<file path="src/rtl/sfifo_arbiter_pkg.sv">
// ============================================================================
// Module   : sfifo_arbiter_pkg
// Brief    : Shared types for the SFifo push-port round-robin arbiter.
// Revision : 1.0 - initial release
// ============================================================================
`default_nettype none

package sfifo_arbiter_pkg;

    typedef enum logic {
        IDLE  = 1'b0,
        GRANT = 1'b1
    } arb_state_t;

endpackage

`default_nettype wire

</file>
<file path="src/rtl/sfifo_arbiter_rr_priority_pick.sv">
// ============================================================================
// Module   : rr_priority_pick
// Brief    : Combinational rotating priority encoder (first request at or
//            cyclically after ptr wins).
// Revision : 1.0 - initial release
// ============================================================================
`default_nettype none

module rr_priority_pick #(
    parameter int NSRC = 4
) (
    input  logic [NSRC-1:0]         req,
    input  logic [$clog2(NSRC)-1:0] ptr,
    output logic [$clog2(NSRC)-1:0] winner,
    output logic                    any_valid
);

    localparam int c_IW = $clog2(NSRC);

    logic [2*NSRC-1:0] w_dbl;
    logic [2*NSRC-1:0] w_masked;
    logic              w_found;

    // Lower copy is masked below ptr; the upper copy supplies the wrap-around.
    always_comb begin
        w_dbl     = {req, req};
        w_masked  = '0;
        winner    = '0;
        w_found   = 1'b0;
        any_valid = |req;
        for (int i = 0; i < 2*NSRC; i++) begin
            w_masked[i] = w_dbl[i] && (i >= int'(ptr));
        end
        for (int i = 0; i < 2*NSRC; i++) begin
            if (w_masked[i] && !w_found) begin
                w_found = 1'b1;
                winner  = (i >= NSRC) ? c_IW'(i - NSRC) : c_IW'(i);
            end
        end
    end

endmodule

`default_nettype wire

</file>
<file path="src/rtl/sfifo_arbiter.sv">
// ============================================================================
// Module   : sfifo_arbiter
// Brief    : Round-robin burst arbiter sharing one SFifo push port among NSRC
//            rdy/ack producers. Optional macro SFIFO_ARBITER_STALL_CNT_EN adds
//            a saturating stall-cycle counter output (o_stall_cnt).
// Revision : 1.0 - initial release
// ============================================================================
`default_nettype none

module sfifo_arbiter
    import sfifo_arbiter_pkg::*;
#(
    parameter int NSRC  = 4,
    parameter int BW    = 8,
    parameter int BURST = 4
) (
    input  logic                    i_clk,
    input  logic                    i_rst,
    input  logic [NSRC-1:0]         src_rdy,
    output logic [NSRC-1:0]         src_ack,
    input  logic [BW-1:0]           i_data [NSRC],
    output logic                    dst_rdy,
    input  logic                    dst_ack,
    output logic [BW-1:0]           o_data,
`ifdef SFIFO_ARBITER_STALL_CNT_EN
    output logic [15:0]             o_stall_cnt,
`endif
    output logic [$clog2(NSRC)-1:0] o_id
);

    localparam int c_IW = $clog2(NSRC);
    localparam int c_CW = $clog2(BURST + 1);

    if (NSRC < 2) begin : g_bad_nsrc
        $fatal(1, "sfifo_arbiter: NSRC must be >= 2");
    end
    if (BURST < 1) begin : g_bad_burst
        $fatal(1, "sfifo_arbiter: BURST must be >= 1");
    end

    arb_state_t        r_state, w_state_nxt;
    logic [c_IW-1:0]   r_owner, w_owner_nxt;
    logic [c_IW-1:0]   r_ptr,   w_ptr_nxt;
    logic [c_CW-1:0]   r_cnt,   w_cnt_nxt;
    logic [c_IW-1:0]   w_winner;
    logic              w_any;
    logic              w_xfer;

    rr_priority_pick #(
        .NSRC (NSRC)
    ) u_pick (
        .req       (src_rdy),
        .ptr       (r_ptr),
        .winner    (w_winner),
        .any_valid (w_any)
    );

    always_ff @(posedge i_clk or negedge i_rst) begin
        if (!i_rst) begin
            r_state <= IDLE;
            r_owner <= '0;
            r_ptr   <= '0;
            r_cnt   <= '0;
        end else begin
            r_state <= w_state_nxt;
            r_owner <= w_owner_nxt;
            r_ptr   <= w_ptr_nxt;
            r_cnt   <= w_cnt_nxt;
        end
    end

    always_comb begin
        w_state_nxt = r_state;
        w_owner_nxt = r_owner;
        w_ptr_nxt   = r_ptr;
        w_cnt_nxt   = r_cnt;
        dst_rdy     = 1'b0;
        src_ack     = '0;
        o_data      = i_data[r_owner];
        o_id        = r_owner;
        w_xfer      = 1'b0;
        case (r_state)
            IDLE: begin
                if (w_any) begin
                    w_state_nxt = GRANT;
                    w_owner_nxt = w_winner;
                    w_cnt_nxt   = '0;
                end
            end
            GRANT: begin
                dst_rdy          = src_rdy[r_owner];
                src_ack[r_owner] = dst_ack;
                w_xfer           = dst_rdy && dst_ack;
                // Ownership ends on a completed burst or when the owner runs dry.
                if ((w_xfer && (r_cnt == c_CW'(BURST - 1))) || !src_rdy[r_owner]) begin
                    w_state_nxt = IDLE;
                    w_ptr_nxt   = (r_owner == c_IW'(NSRC - 1)) ? '0 : r_owner + 1'b1;
                end else if (w_xfer) begin
                    w_cnt_nxt = r_cnt + 1'b1;
                end
            end
            default: w_state_nxt = IDLE;
        endcase
    end

`ifdef SFIFO_ARBITER_STALL_CNT_EN
    logic [15:0] r_stall_cnt;

    always_ff @(posedge i_clk or negedge i_rst) begin
        if (!i_rst) begin
            r_stall_cnt <= '0;
        end else if (dst_rdy && !dst_ack && (r_stall_cnt != 16'hFFFF)) begin
            r_stall_cnt <= r_stall_cnt + 16'd1;
        end
    end

    assign o_stall_cnt = r_stall_cnt;
`endif

endmodule

`default_nettype wire

</file>
<file path="config.mk">
export PLATFORM = sky130hd
export DESIGN_NAME = sfifo_arbiter
export DESIGN_NICKNAME = d
export VERILOG_FILES = /design/src/rtl/sfifo_arbiter_pkg.sv /design/src/rtl/sfifo_arbiter_rr_priority_pick.sv /design/src/rtl/sfifo_arbiter.sv
export SDC_FILE = /design/constraint.sdc
export NUM_CORES = 1
export LEC_CHECK = 0
export BUFFER_PORTS_ARGS = -buffer_cell sky130_fd_sc_hd__buf_2
export CAP_MARGIN = 20
export CORE_MARGIN = 1
export CORE_UTILIZATION = 41
export CTS_CLUSTER_SIZE = 8
export DETAILED_ROUTE_END_ITERATION = 8
export GPL_TIMING_DRIVEN = 0
export MAX_ROUTING_LAYER = met4
export PLACE_DENSITY = 0.81
export SLEW_MARGIN = 30
export SYNTH_ARGS = -nofsm -noshare
export SYNTH_HDL_FRONTEND = slang
export SYNTH_HIERARCHICAL = 1
export SYNTH_SLANG_ARGS = --single-unit
</file>
<file path="constraint.sdc">
create_clock -name i_clk -period 4.4 [get_ports i_clk]
set_clock_uncertainty 0.15 [all_clocks]
set_input_delay 0.22 -clock i_clk [delete_from_list [all_inputs] [get_ports i_clk]]
set_output_delay 0.22 -clock i_clk [all_outputs]
set_load 0.01 [all_outputs]
</file>
After elaboration in Yosys (flattened, before gate mapping)
Cells that the tools add are included.

Flip-flop bits (word level): 8. Bits in latches: 0. Bits in writable memories: 0. ROM bits: 0. Input port bits: 39. Memories kept: 0.

Add/subtract/negate cells: 2. Multipliers: 0. Div/mod/pow operators: 0. $lt $le $gt $ge: 6. Equality and inequality tests: 5. Shift-type cells: 0. Multiplexer cells: 31. Bitwise gates (word level): 3. Reductions and logical operators: 26.

Operator list (count): $bmux W8 S2 (1); $mux W8 (2); $mux W2 (7); $logic_and A1 B1 Y1 (13); $mux W1 (13); $mux W3 (3); $logic_not A1 Y1 (8); $pmux W3 S2 (1); $and A4 B4 Y4 (1); $ge A1 B2 Y1 const A (2); $mux W4 (1); $ne A2 B1 Y1 const B (2); $reduce_and A2 Y1 (2); $reduce_or A4 Y1 (1); $add A3 B1 Y3 const B (1); $eq A3 B2 Y1 const B (1); $ge A3 B3 Y1 const B (1); $lt A2 B3 Y1 const B (1); $not A2 Y3 (1); $reduce_and A3 Y1 (1); $add A2 B1 Y2 const B (1); $bmux W1 S2 (1); $demux W1 S2 (1); $eq A2 B2 Y1 const B (1); other kinds (6) (6).

Logic depth before layout (Yosys ltp)
Gate-level depths: netlist (run 1).

Depth after elaboration: 24. Mapped depth: 5. Gate-level depth less buffers: 5.

By module
The synthesis (run 1) kept the hierarchy.

Modules (own cells, without submodules): sfifo_arbiter (instances 1, cells each 56, area an instance 739.5 um^2, seq. area each 200.2 um^2); rr_priority_pick (instances 1, cells each 12, area an instance 73.8 um^2, seq. area each 0.0 um^2).

Worst setup path after synthesis (run 1)
Ideal clock, no wire load.

Kind: register to register. Start point: register r_owner[0] (netlist: o_id[0]). End point: register r_ptr[0]. Arrival: 1.519 ns. Setup slack: 2.606 ns. Stages on the path, launching flop included: 5. Path buffers: 1. Clock period less this slack: 1.794 ns. Cell sequence: dfrtp_1 > buf_6 > mux2_4 > a221oi_4 > mux2_4.

Cells in the longest elaborated chain, start to end: 6. Elaborated cells between the ends (all ways): 10. Those cells by class: add/sub (1); eq/ne (1); mux (3); reduce/logical (5).

RTL lines: from (decl) (line sfifo_arbiter.sv:42) `logic [c_IW-1:0] r_owner, w_owner_nxt;`; from (signal assigned) (line sfifo_arbiter.sv:66) `r_owner <= w_owner_nxt;`; $bmux W1 S2 (line sfifo_arbiter.sv:91, sfifo_arbiter.sv:95); $mux W1 (implied by the code) (line sfifo_arbiter.sv:91, sfifo_arbiter.sv:95); $logic_and A1 B1 Y1 (line sfifo_arbiter.sv:93) `w_xfer = dst_rdy && dst_ack;`; $logic_and A1 B1 Y1 (line sfifo_arbiter.sv:95) `if ((w_xfer && (r_cnt == c_CW'(BURST - 1))) || !src_rdy[r_owner]) begin`; $logic_or A1 B1 Y1 (line sfifo_arbiter.sv:95); $reduce_and A2 Y1 (no line); to (signal assigned) (line sfifo_arbiter.sv:67) `r_ptr <= w_ptr_nxt;`; to (decl) (line sfifo_arbiter.sv:43) `logic [c_IW-1:0] r_ptr, w_ptr_nxt;`.

Parallel ways exist; a longest one is shown, timed or not. The select of a mux whose other input is x is not followed. A chain may end at the register's enable or synchronous reset.

Final worst setup path (run 1)
Start point: register r_owner[0] (netlist: o_id[0]). End point: output port o_data[5].

Cells in the longest elaborated chain, start to end: 4.

RTL lines: $not A2 Y3 (implied by the code) (line sfifo_arbiter.sv:79) `o_data = i_data[r_owner];`; $bmux W8 S2 (line sfifo_arbiter.sv:79); $mux W8 (implied by the code) (2 in series) (line sfifo_arbiter.sv:79); to (decl) (line sfifo_arbiter.sv:24) `output logic [BW-1:0] o_data,`.

Every way passes these cells. The select of a mux whose other input is x is not followed.

==> run metrics, run 1 <==
status finished, final reports clean; Area contributors post-synth mux4_2, dfrtp_1, ha_1, mux2_4, mux2i_1; largest net degree at the start of global routing 11; Slowest cell on crit path mux4_2; P_leak 0.6165 nW; commonest cells after routing, fill and taps aside buf_2, mux4_2, dfrtp_1; mean routed wirelength per cell 13.69 µm; Num Clock Sinks 8; Slew HR 66.81%; initial DRC count 10; Final setup viols 0; top-area cell type share of the netlist area 24.92%; antenna viol nets, final 0; average size of a mapped cell 11.96 µm²; CP endpoint kind output pin; Residual DRC 0; Max FO, Critical Path 10; peak supply drop 0.0002840 V; min-delay worst type primary input to asynchronous set/reset pin; unrepaired setup endpoints after global routing false; Synth Instances 68; Final min period 2.187 ns; Reg clk slew, reported paths 0.05 ns; Total GRT Usage 18.73%; final worst-path cycle share 49.71%; Seq cells post-synth 8; critical-path cell list buf_6 -> buf_2 -> mux4_2 -> buf_2; CTS tree built; # Post-CTS Setup Buffers 0; core box area 1783 µm²; Seq/Total Area, Yosys 24.62%; maxcap violations 0; area of the die 2166 µm²; Congestion Overflow GR 0; Pre-antenna DRT Iters 5; Synth cell types 23; PD cells 584.2 nW/µm²; CTS Buf Count 3; Post-DP Area 1110 µm²; Die H 46.54 µm; vias in the first global route 691; area leader, netlist mux4_2; post-synthesis cell area 813.3 µm²; critical setup path kind register to output pin; Clock Path Buffers 2; routed vias 796; first-pass GRT wire length 2753 µm; setup TNS 0 ns; routed vias/inst 5.307; Req. time, crit path 4.03 ns; Non-Filler Cell Area, Final 1142 µm²; worst skew pair latency 0.25 ns; Ports 54; crit-path max cell delay 0.55 ns; most common cell after layout, fill and taps aside buf_2; row cnt 15; Ant. Diodes 0; cell mode on critical path buf_2; worst slew pin tran 0.4979 ns; synth-to-layout area growth 40.46%; Mapped Nets 113; startpoint class of the critical path register; worst path arrival time 1.82 ns; Nets 172; total power 667.4 µW; Final Hold Fails 0; IO Port Bufs 53; initial antenna violation count 0; Slew Limit Fails 0; htree depth 1; dpl hpwl 1735 µm; fmax 457.2 MHz; worst hold slack 0.1866 ns; die width 46.54 µm; share of layout cells above drive strength 1 60.00%; initial core utilization 45.61%; yosys warns 6; final wirelength 2054 µm; Clk Tree Root Cell clkbuf_4; Placer Congestion 0.7053
## power by group
group	total (mW)	switching, mW	internal (mW)
registers	0.152	0.0445	0.108
logic	0.461	0.209	0.252
clock network	0.0541	0.0230	0.0311
## cell usage after synthesis
cell and n:
a21boi_1 1, a21oi_1 4, a221oi_4 1, a311oi_1 1, and2_1 1, and3_1 4, buf_1 1, buf_2 1
buf_6 1, dfrtp_1 8, ha_1 6, inv_1 7, mux2_2 3, mux2_4 3, mux2i_1 4, mux4_2 9
nand2_1 3, nand2b_1 2, nand4b_2 1, nor2_1 4, o21ai_0 1, o2bb2a_1 1, or4_1 1
## layer usage
metal / routed length [µm] / vias to the layer above / global-route usage (%)
met1: 702 / 380 / 16.55
met5: 0 / - / -
met4: 36 / 0 / 8.235
met3: 240 / 4 / 4.314
li1: - / 372 / -
met2: 1075 / 40 / 36.39
## through the flow
| step | utilization [%] | setup WS, ns | cells |
|---|---|---|---|
| after floorplan | - | 2.606 | 68 |
| after global placement | 62.25 | 2.489 | 146 |
| after detailed placement | 62.25 | 2.470 | 146 |
| after CTS | 64.07 | 2.198 | 150 |
| after global routing | 64.07 | 2.122 | 150 |
| final | 64.07 | 2.213 | 150 |
## flip-flops by register name (all words and copies together), names as in the netlist
register	cells
r_cnt	3
o_id	2
r_ptr	2
r_state	1
## worst paths after layout
path / slack, ns / cells after the start / start / endpoint
worst max register to register: 2.53 / 4 / o_id[0]$_DFFE_PN0P_ / r_ptr[0]$_DFFE_PN0P_
worst max-delay path: 2.21 / 4 / o_id[0]$_DFFE_PN0P_ / o_data[5]
min in group i_clk: 0.24 / 3 / dst_ack / r_cnt[1]$_DFFE_PN0P_
worst min register to register: 0.34 / 1 / r_cnt[0]$_DFFE_PN0P_ / r_cnt[0]$_DFFE_PN0P_
worst min-delay path: 0.19 / 2 / i_rst / r_cnt[1]$_DFFE_PN0P_
max in group asynchronous: 3.74 / 2 / i_rst / r_ptr[0]$_DFFE_PN0P_
## layout make-up
class | count | area (µm²)
fill | 145 | 640.6
multi-input combinational | 50 | 566.8
timing repair buffer | 54 | 275.3
sequential | 8 | 200.2
tap | 25 | 31.28
inverter | 7 | 26.28
clock buffer | 3 | 22.52
buffer | 3 | 20.02
## timing repair
item,4_1_cts,5_1_grt
resized for setup,0,0
endpoints found under the hold margin,8,0
hold buffers,1,0
## worst max-delay path: cells and delay by family (launching register included)
family	cells	cell delay (ns)
buf+inv	3	0.59
flops	1	0.43
mux	1	0.55
## cells by family (layout without fill, tap and decap cells)
group           Yosys count  count (layout)  share of synthesized area [%]
compound gates            9               9                          9.539
fa+ha+maj                 6               6                          9.231
buf+inv                  10              67                          5.692
flops                     8               8                          24.62
mux                      19              19                          39.54
simple gates             16              16                          11.38
No activity file was read; power rests on OpenSTA's default activity.
==> run 2, diff against run 1 <==
Settings changed: ABC_AREA set to 1, PLACE_DENSITY 0.81 to 0.79.
Clock period 4.4 ns to 2.2 ns, I/O delays scaled along.
==> run metrics, run 2 <==
worst path arrival time 1.58 ns; CTS Buf Count 3; Residual DRC 0; most frequent cell after synthesis nor2_1; Congestion Overflow GR 0; Synth cell types 21; vias in the first global route 892; setup TNS 0 ns; area of the die 2277 µm²; most common cell after layout, fill and taps aside buf_2; crit-path max cell delay 0.40 ns; area leader, netlist dfrtp_1; die width 47.72 µm; Clock Path Buffers 2; Reg clk slew, reported paths 0.05 ns; PD cells 1232 nW/µm²; peak supply drop 0.0005964 V; IO Port Bufs 53; P_leak 0.6817 nW; Slowest cell on crit path dfrtp_1; Final Hold Fails 0; routed vias/inst 4.894; Top FF cell, synth dfrtp_1; unrepaired setup endpoints after global routing false; Slew Limit Fails 0; max FFs per register 3; Total GRT Usage 20.93%; Pre-antenna DRT Iters 4; most flop-heavy register r_cnt; async set or reset register ratio after synthesis 100.0%; final worst-path cycle share 83.51%; final wirelength 2328 µm; antenna viol nets, final 0; initial core utilization 43.69%; Post-synth EDFFs 0; row cnt 16; mean routed wirelength per cell 10.78 µm; startpoint class of the critical path register; largest net degree at the start of global routing 12; share of layout cells above drive strength 1 38.62%; commonest cells after routing, fill and taps aside buf_2, nor2_1, nand2_1; CTS tree built; dpl hpwl 1874 µm; Nets 236; # Post-CTS Setup Buffers 0; fmax 544.3 MHz; crit path from o_id[1]$_DFFE_PN0P_; Final min period 1.837 ns; Req. time, crit path 1.94 ns; Num Clock Sinks 8; Clk Tree Root Cell clkbuf_4; min-delay worst type primary input to asynchronous set/reset pin; routed vias 1057; core box area 1962 µm²; Synth Instances 132; synth-to-layout area growth 38.69%; top-area cell type share of the netlist area 23.36%; yosys warns 6; Final WS setup 0.3629 ns; maxcap violations 0; Area contributors post-synth dfrtp_1, nor2_1, nand2_1, o21ai_0, ha_1; R2R cell count 7; critical-path cell list buf_2 -> inv_2 -> buf_2 -> ha_1 -> inv_1 -> nor2_1 -> buf_2; post-synthesis cell area 857.1 µm²; Worst path depth 7; Seq/Total Area, Yosys 23.36%; status finished, final reports clean; cell mode on critical path buf_2; Die H 47.72 µm; Reg-to-Reg Start o_id[0]$_DFFE_PN0P_; initial antenna violation count 0; Bufs and invs on worst path 5; Slew HR 82.90%; critical setup path kind register to output pin; post-placement worst setup slack 0.6146 ns; Hold Buf Count CTS 1; crit-path leading delay family buffers and inverters; Seq cells post-synth 8; Ant. Diodes 0; Final setup viols 0; CP endpoint kind output pin; Ports 54; worst slew pin tran 0.2559 ns; Post-CTS Resized 0; Max FO, Critical Path 11; average size of a mapped cell 6.493 µm²; htree depth 1; Placer Congestion 0.7843; Synth top cells by count nor2_1, nand2_1, o21ai_0; worst skew pair latency 0.25 ns; initial DRC count 25; first-pass GRT wire length 3229 µm; Mapped Nets 177
[run 2: changes by cell type after synthesis, sizes merged, moves of 9 or more]
cell   before  now
inv         7   16
nand2       3   29
o21ai       1   18
mux4        9    0
nand3       0    9
nor2        4   27
[run 2: path summary, 6_finish.rpt]
path,slack (ns),to
setup / recovery,0.36,src_ack[0]
hold / removal,0.09,r_cnt[1]$_DFFE_PN0P_
setup reg to reg,0.66,r_ptr[1]$_DFFE_PN0P_
hold reg to reg,0.36,r_cnt[1]$_DFFE_PN0P_
max in group asynchronous,1.65,r_ptr[0]$_DFFE_PN0P_
min in group i_clk,0.15,r_state$_DFF_PN0_
[run 2: power breakdown]
group / leakage [nW] / switching [mW] / internal [mW]
Clock: 0.0138 / 0.0453 / 0.0621
Combinational: 0.568 / 0.653 / 0.436
Sequential: 0.100 / 0.0557 / 0.212
Total: 0.682 / 0.754 / 0.710
[run 2: final cells by class]
cell class / count / area [µm²]
Multi-Input combinational cell: 102 / 543.0
Fill cell: 194 / 773.2
Inverter: 16 / 65.06
Timing Repair Buffer: 54 / 275.3
Tap cell: 27 / 33.78
Buffer: 6 / 48.80
Clock buffer: 3 / 22.52
Sequential cell: 8 / 200.2
[run 2: per-layer routing]
metal  vias to the layer above  track usage, %  share of wire [%]
met5                         -               -                  0
met4                         0           7.222               0.60
met3                         2           4.528                8.6
met2                        45           41.08                 51
met1                       463           19.44                 39
li1                        547               -                  -
[run 2: per-stage QoR]
stage / hold slack [ns] / total power, mW / utilization (%) / std cells / instance area [µm²]
detailed placement: -0.1888 / 1.360 / 58.93 / 212 / 1156
floorplan: -0.3356 / 1.029 / - / 132 / 857.1
global placement: -0.1910 / 1.326 / 58.93 / 212 / 1156
global route: 0.1006 / 1.631 / 60.59 / 216 / 1189
CTS: 0.07773 / 1.477 / 60.59 / 216 / 1189
finish: 0.08692 / 1.464 / 60.59 / 216 / 1189
[run 2: kinds of logic after synthesis]
kind of cell,synth area share [%]
buffers and inverters,13.28
DFF,23.36
adders and majority gates,8.759
AOI/OAI and AO/OA,18.83
and+or+nand+nor,35.77
